**config.mk**
```make
export PLATFORM = sky130hd
export DESIGN_NAME = hazard_flush_ctrl
export DESIGN_NICKNAME = d
export VERILOG_FILES = /design/src/rtl/hazard_flush_ctrl.sv
export SDC_FILE = /design/constraint.sdc
export NUM_CORES = 1
export LEC_CHECK = 0
export BUFFER_PORTS_ARGS = -buffer_cell sky130_fd_sc_hd__buf_2
export CORE_MARGIN = 8
export CORE_UTILIZATION = 30
export DETAILED_ROUTE_END_ITERATION = 10
export PLACE_DENSITY = 0.7
export SLEW_MARGIN = 15
export SYNTH_ARGS = -nofsm -noshare
export SYNTH_HDL_FRONTEND = slang
export SYNTH_SLANG_ARGS = --single-unit
export TNS_END_PERCENT = 10
```
**constraint.sdc**
```tcl
create_clock -name clk -period 2.18 [get_ports clk]
set_clock_uncertainty 0.1 [all_clocks]
set_input_delay 0.436 -clock clk [delete_from_list [all_inputs] [get_ports clk]]
set_output_delay 0.436 -clock clk [all_outputs]
set_load 0.01 [all_outputs]
```
**src/rtl/hazard_flush_ctrl.sv**
```systemverilog
// Hazard, flush and forwarding controller for the 5-stage core: load-use bubbles,
// branch flushes, data-memory wait holds with a sticky timeout. Optional macro HAZARD_PERF_CNT_EN.
module hazard_flush_ctrl #(
    parameter int MEM_TIMEOUT = 64,
    parameter int CNT_W       = 16
) (
    input  logic        clk,
    input  logic        reset,
    input  logic [31:0] ifid_instr,
    input  logic        idex_memread,
    input  logic [4:0]  idex_rd,
    input  logic [4:0]  idex_rs1,
    input  logic [4:0]  idex_rs2,
    input  logic        br_taken,
    input  logic        exmem_regwrite,
    input  logic [4:0]  exmem_rd,
    input  logic        exmem_memacc,
    input  logic        dmem_ready,
    input  logic        memwb_regwrite,
    input  logic [4:0]  memwb_rd,
    output logic        pc_stall,
    output logic        ifid_stall,
    output logic        ifid_flush,
    output logic        idex_flush,
    output logic        pipe_hold,
    output logic [1:0]  fwd_a,
    output logic [1:0]  fwd_b,
    output logic        err_timeout
`ifdef HAZARD_PERF_CNT_EN
    ,
    output logic [CNT_W-1:0] stall_cycles,
    output logic [CNT_W-1:0] flush_count
`endif
);

    localparam int WCNT_W = $clog2(MEM_TIMEOUT + 1);
    localparam logic [WCNT_W-1:0] WCNT_MAX = WCNT_W'(MEM_TIMEOUT);

    typedef enum logic [1:0] {
        S_RUN,
        S_LOAD_STALL,
        S_MEM_WAIT
    } state_t;

    state_t              state_q, state_d;
    logic [WCNT_W-1:0]   wait_cnt_q, wait_cnt_d;
    logic [WCNT_W-1:0]   wait_inc;
    logic                err_q, err_d;

    logic [4:0] ifid_rs1;
    logic [4:0] ifid_rs2;
    logic       load_use;
    logic       mem_busy;
    logic       unused_instr_bits;

    assign ifid_rs1 = ifid_instr[19:15];
    assign ifid_rs2 = ifid_instr[24:20];
    assign unused_instr_bits = ^{ifid_instr[31:25], ifid_instr[14:0]};

    assign load_use = idex_memread && (idex_rd != 5'd0) &&
                      ((idex_rd == ifid_rs1) || (idex_rd == ifid_rs2));
    assign mem_busy = exmem_memacc && !dmem_ready;
    assign wait_inc = (wait_cnt_q == WCNT_MAX) ? WCNT_MAX : wait_cnt_q + 1'b1;

    // EX/MEM has priority over MEM/WB; x0 is never a forwarding source.
    function automatic logic [1:0] fwd_sel(
        input logic [4:0] rs,
        input logic       em_we,
        input logic [4:0] em_rd,
        input logic       mw_we,
        input logic [4:0] mw_rd
    );
        logic [1:0] sel;
        sel = 2'b00;
        if (em_we && (em_rd != 5'd0) && (em_rd == rs)) begin
            sel = 2'b10;
        end else if (mw_we && (mw_rd != 5'd0) && (mw_rd == rs)) begin
            sel = 2'b01;
        end
        return sel;
    endfunction

    always_ff @(posedge clk) begin
        if (reset) begin
            state_q    <= S_RUN;
            wait_cnt_q <= '0;
            err_q      <= 1'b0;
        end else begin
            state_q    <= state_d;
            wait_cnt_q <= wait_cnt_d;
            err_q      <= err_d;
        end
    end

    always_comb begin
        state_d    = state_q;
        wait_cnt_d = wait_cnt_q;
        err_d      = err_q;
        pc_stall   = 1'b0;
        ifid_stall = 1'b0;
        ifid_flush = 1'b0;
        idex_flush = 1'b0;
        pipe_hold  = 1'b0;
        fwd_a      = 2'b00;
        fwd_b      = 2'b00;

        if (!reset) begin
            fwd_a = fwd_sel(idex_rs1, exmem_regwrite, exmem_rd, memwb_regwrite, memwb_rd);
            fwd_b = fwd_sel(idex_rs2, exmem_regwrite, exmem_rd, memwb_regwrite, memwb_rd);

            case (state_q)
                S_RUN: begin
                    if (mem_busy) begin
                        pc_stall   = 1'b1;
                        ifid_stall = 1'b1;
                        pipe_hold  = 1'b1;
                        state_d    = S_MEM_WAIT;
                        wait_cnt_d = WCNT_W'(1);
                    end else if (br_taken) begin
                        // The redirect squashes the younger instruction, so any load-use is moot.
                        ifid_flush = 1'b1;
                        idex_flush = 1'b1;
                    end else if (load_use) begin
                        pc_stall   = 1'b1;
                        ifid_stall = 1'b1;
                        idex_flush = 1'b1;
                        state_d    = S_LOAD_STALL;
                    end
                end

                S_LOAD_STALL: begin
                    ifid_flush = br_taken;
                    idex_flush = br_taken;
                    state_d    = S_RUN;
                end

                S_MEM_WAIT: begin
                    if (dmem_ready) begin
                        state_d    = S_RUN;
                        wait_cnt_d = '0;
                    end else begin
                        pc_stall   = 1'b1;
                        ifid_stall = 1'b1;
                        pipe_hold  = 1'b1;
                        wait_cnt_d = wait_inc;
                        if (wait_inc == WCNT_MAX) begin
                            err_d = 1'b1;
                        end
                    end
                end

                default: begin
                    state_d    = S_RUN;
                    wait_cnt_d = '0;
                end
            endcase
        end
    end

    assign err_timeout = err_q;

`ifdef HAZARD_PERF_CNT_EN
    logic [CNT_W-1:0] stall_cnt_q, stall_cnt_d;
    logic [CNT_W-1:0] flush_cnt_q, flush_cnt_d;

    always_comb begin
        stall_cnt_d = stall_cnt_q;
        flush_cnt_d = flush_cnt_q;
        if (pc_stall && (stall_cnt_q != '1)) begin
            stall_cnt_d = stall_cnt_q + 1'b1;
        end
        if (ifid_flush && (flush_cnt_q != '1)) begin
            flush_cnt_d = flush_cnt_q + 1'b1;
        end
    end

    always_ff @(posedge clk) begin
        if (reset) begin
            stall_cnt_q <= '0;
            flush_cnt_q <= '0;
        end else begin
            stall_cnt_q <= stall_cnt_d;
            flush_cnt_q <= flush_cnt_d;
        end
    end

    assign stall_cycles = stall_cnt_q;
    assign flush_count  = flush_cnt_q;
`endif

endmodule
```
## Word-level counts from Yosys, hierarchy flattened

Cells that the tools add are included.

- Register bits after elaboration: 10
- Input bits: 65
- Output and inout port bits: 10
- Word-level logic and storage cells: 70

- Add/sub/neg operators: 1
- Equal/unequal tests: 14
- Muxes and demuxes: 32
- Bitwise gates (word level): 2
- Reduce and logical (&&, ||, !) cells: 18

Operator list:

| kind | count |
|---|---|
| 5-bit equality test | 6 |
| 7-bit 2-to-1 mux | 3 |
| 7-bit case mux with 3 select lines | 1 |
| 2-bit 2-to-1 mux | 8 |
| 1-bit 2-to-1 mux | 15 |
| 5-bit nonzero test | 3 |
| 7-bit equality test (second input constant) | 2 |
| 1-bit logical AND | 9 |
| 1-bit case mux with 2 select lines | 4 |
| 7-bit by 1-bit adder with 7-bit output (second input constant) | 1 |
| 3-bit inequality test (second input constant) | 2 |
| 3-bit AND reduction | 2 |
| 2-bit inequality test (second input constant) | 2 |
| 2-bit case mux with 2 select lines | 1 |
| 2-bit by 1-bit equality test with 1-bit output (second input constant) | 1 |
| 2-bit equality test (second input constant) | 1 |
| 2-bit logical NOT | 1 |
| 1-bit NOT | 2 |
| 2-bit AND reduction | 1 |
| 1-bit logical NOT | 1 |
| 1-bit logical OR | 1 |

## Longest topological paths before layout

- Word-level depth: 8
- Depth in mapped cells: 6

## Least setup slack after synthesis

Ideal clock, no wire load.

- Path type: input port to output port
- Start point: in exmem_rd[1]
- End point: out fwd_b[0]
- Arrival time: 1567 ps
- Data required time: 1644 ps
- Path slack: 77 ps
- Cell stages on the path: 4
- Buffers on the path: 0
- Path through: or4_1 o21ai_1 nor3_1 nor3_1

- Cells in the longest elaborated chain, start to end: 5
- Elaborated cells on any way between the ends: 6
- Those cells by class: eq/ne: 1; mux: 2; reduce/logical: 3

Ends and longest elaborated chain:

| what | RTL line | RTL |
|---|---|---|
| from (decl) | 16 | `input logic [4:0] exmem_rd,` |
| 5-bit nonzero test | 75 | `if (em_we && (em_rd != 5'd0) && (em_rd == rs)) begin` |
| 1-bit logical AND | 75 |  |
| 1-bit logical AND * | 75 |  |
| 2-bit 2-to-1 mux * | 75 |  |
| 2-bit 2-to-1 mux * | 107 | `if (!reset) begin` |
| to (decl) | 27 | `output logic [1:0] fwd_b,` |

Mark *: on every way between the ends. The rest lies on a longest branch, timed or not.

## Worst setup path after layout

- Start point: in exmem_rd[2]
- End point: out fwd_a[0]

- Cells in the longest elaborated chain, start to end: 5
- Elaborated cells on any way between the ends: 6
- Those cells by class: eq/ne: 1; mux: 2; reduce/logical: 3

Ends and longest elaborated chain:

| what | RTL line | RTL |
|---|---|---|
| 5-bit nonzero test | 75 |  |
| 1-bit logical AND | 75 |  |
| 1-bit logical AND * | 75 |  |
| 2-bit 2-to-1 mux * | 75 |  |
| 2-bit 2-to-1 mux * | 107 |  |
| to (decl) | 26 | `output logic [1:0] fwd_a,` |

Marked as above.

==> impl_metrics.json <==
{
  "cp.required_ns": 1.64,
  "die_area_mm2": 0.00562,
  "die_h_um": 75.0,
  "ant_nets": 0,
  "power.density_mw_per_mm2": 337,
  "synth_fp_nets": 197,
  "r2r_slack_ns": 0.27,
  "ys_seq_area_share_pct": 19.2,
  "stdcell_count": 238,
  "final_nets": 261,
  "fillers": 376,
  "crit_slowest_cell": "or4_4",
  "vias": 1166,
  "cts_made_buffers": 3,
  "overflow": 0,
  "cts.path.max_buffers": 2,
  "setup-tns-final_ns": 0,
  "grt_pass1_wl_mm": 5.03,
  "synth-main-ff-cell": "dfxtp_1",
  "detailed_place_hpwl_mm": 2.59,
  "final_cell_mix": "buf_2 (51), xor2_1 (16), xnor2_1 (14)",
  "grt.total_usage_pct": 11.4,
  "port_buffers": 52,
  "io_pins": 75,
  "period_needed_ns": 2.14,
  "synthTopCellsByArea": "dfxtp_1 (19%), xor2_1 (13%), xnor2_1 (12%)",
  "dp.cells": 234,
  "worst_pin_slew_ns": 0.360,
  "report.final.slew_viol_count": 0,
  "postLayoutCoreUtil_pct": 45.0,
  "synth_top_area_share_pct": 19.2,
  "grt_max_degree": 16,
  "synthCells": 130,
  "insertion_delay_ns": 0.27,
  "clk_pin_slew_ns": 0.06,
  "htree_num_levels": 1,
  "core_region_area_mm2": 0.00334,
  "viasPerCell": 4.90,
  "cts_tree": "yes",
  "drtPass1Iterations": 4,
  "grt_antenna_before_repair": 0,
  "ir_worst_vdd_v": 0.000124,
  "drc": 0,
  "holdWs_ns": 0.259,
  "layout-drive-gt1-share_pct": 43.8,
  "crit_type": "input pin to primary output",
  "synth_seq_cells": 10,
  "rsz0062_at_grt": "yes",
  "whs_endpoint": "state_q[0]",
  "slew_headroom_pct": 75.7,
  "cp_cell_sequence": "buf_2, or4_4, o21ai_4, nor3_2, nor3_2, buf_2",
  "mostFrequentLayoutCell": "buf_2",
  "insertedDiodeCount": 0,
  "finalHoldViolCount": 0,
  "min_path_cells": 2,
  "cp.arrival_ns": 1.61,
  "worstReg2RegEnd": "err_timeout",
  "synth_cell_type_count": 42,
  "pre_cts_slack_ns": -0.124,
  "r2r-start": "wait_cnt_q[0]",
  "gp_congestion": 0.786,
  "cts_num_sinks": 10,
  "max_stage_delay_ns": 0.53,
  "fin_crit_sh_pct": 98.3,
  "min_from": "br_taken",
  "synthArstFlopShare_pct": 0,
  "r2r_cells": 5,
  "initial_core_util_pct": 31.3,
  "routed_wl_mm": 3.04,
  "yosysTopAreaCell": "dfxtp_1",
  "syn_to_final_growth_pct": 43.8,
  "cts_root_buf": "clkbuf_4",
  "grt_pass1_vias": 1143,
  "rows": 21,
  "endpoint_kind": "primary output",
  "startpoint_type": "input pin",
  "status": "finished, final reports clean",
  "leakagePower_nw": 0.628,
  "cap_violations": 0,
  "synth_edf_count": 0,
  "wl_per_cell_um": 12.8,
  "hp-class": "input pin to flip-flop",
  "hold_buffers": 0,
  "synth_area_per_cell_um2": 8.03,
  "worstPathMaxFanout": 3,
  "layout_setup_ws_ns": 0.0380,
  "setup_viol": 0,
  "syn-cell-area_mm2": 0.00104,
  "yosysWarningCount": 0,
  "clock.fmax_ghz": 0.467,
  "die_x_um": 75.0,
  "drt_iter0_drc": 68
}
==> registers in the layout, indices dropped and copies added, names as in the netlist <==
name         cells
state_q          2
err_timeout      1
wait_cnt_q       7
==> power breakdown <==
group / switching [mW] / internal, mW / leakage (nW) / total (mW)
registers: 0.00422 / 0.186 / 0.0818 / 0.190
clock network: 0.0636 / 0.0639 / 0.0138 / 0.127
logic: 0.0912 / 0.0972 / 0.532 / 0.188
total: 0.159 / 0.347 / 0.628 / 0.506
==> worst max-delay path: cells and delay by family <==
family / cells / cell delay, ns
AND/OR/NAND/NOR: 3 / 0.73
AO/OA/AOI/OAI: 1 / 0.17
buffers and inverters: 2 / 0.26
==> cell type report <==
class	count	area (µm²)	area share, %
multi-input cells	112	853	56.9
repair buffers	63	349	23.3
flip-flops and latches	10	203	13.5
well taps	46	57.6	3.84
clock buffers	3	22.5	1.50
inverters	4	15.0	1.00
==> kinds of logic after synthesis <==
family                   Yosys count  synth area share (%)
AND/OR/NAND/NOR                   53                  28.9
AO/OA/AOI/OAI                     27                  20.9
flip-flops                        10                  19.2
buffers and inverters              8                  3.48
adder cells (fa/ha/maj)            2                  2.40
XOR/XNOR                          30                  25.2
==> Yosys cell counts, types with 2 or more instances <==
cell type,count
nand4_1,2
ha_1,2
nor4_1,5
a22oi_1,2
nor3_1,11
xnor2_1,14
inv_1,4
or4_1,3
xor2_1,16
or2_2,2
a311oi_1,2
dfxtp_1,10
nand2_1,8
nor2b_1,3
o21ai_0,3
o21bai_1,2
nand3_1,6
a41oi_1,2
a21oi_1,6
nor2_1,5
==> layer usage <==
metal / global-route usage, % / vias to the layer above / wire (µm)
li1: - / 601 / -
met1: 13.3 / 524 / 1290
met2: 18.4 / 36 / 1480
met3: 4.13 / 5 / 221
met4: 4.57 / 0 / 40
met5: 0 / - / 0
==> through the flow <==
step | instance area, µm² | power [mW]
2_1_floorplan | 1040 | 0.284
4_1_cts | 1470 | 0.512
3_5_place_dp | 1420 | 0.372
5_1_grt | 1500 | 0.547
6_report | 1500 | 0.506
3_3_place_gp | 1420 | 0.369
==> what timing repair did <==
| item | in CTS | in global routing |
|---|---|---|
| setup endpoints to repair | 5 | 5 |
| pin swaps | 5 | 4 |
| setup buffers | 0 | 1 |
| resized for setup | 7 | 6 |
| endpoints found under the hold margin | 0 | 0 |
==> worst max path at each step <==
stage	startpoint	to	slack (ns)	depth (start not counted)
after floorplan	exmem_rd[1]	fwd_b[0]	0.08	4
after global placement	exmem_rd[1]	fwd_a[0]	-0.12	6
after detailed placement	exmem_rd[1]	fwd_a[0]	-0.12	6
after CTS	exmem_rd[2]	fwd_a[0]	0.005	6
after global routing	exmem_rd[2]	fwd_a[0]	-0.02	6
final	exmem_rd[2]	fwd_a[0]	0.04	6
No activity file was read; power rests on OpenSTA's default activity.
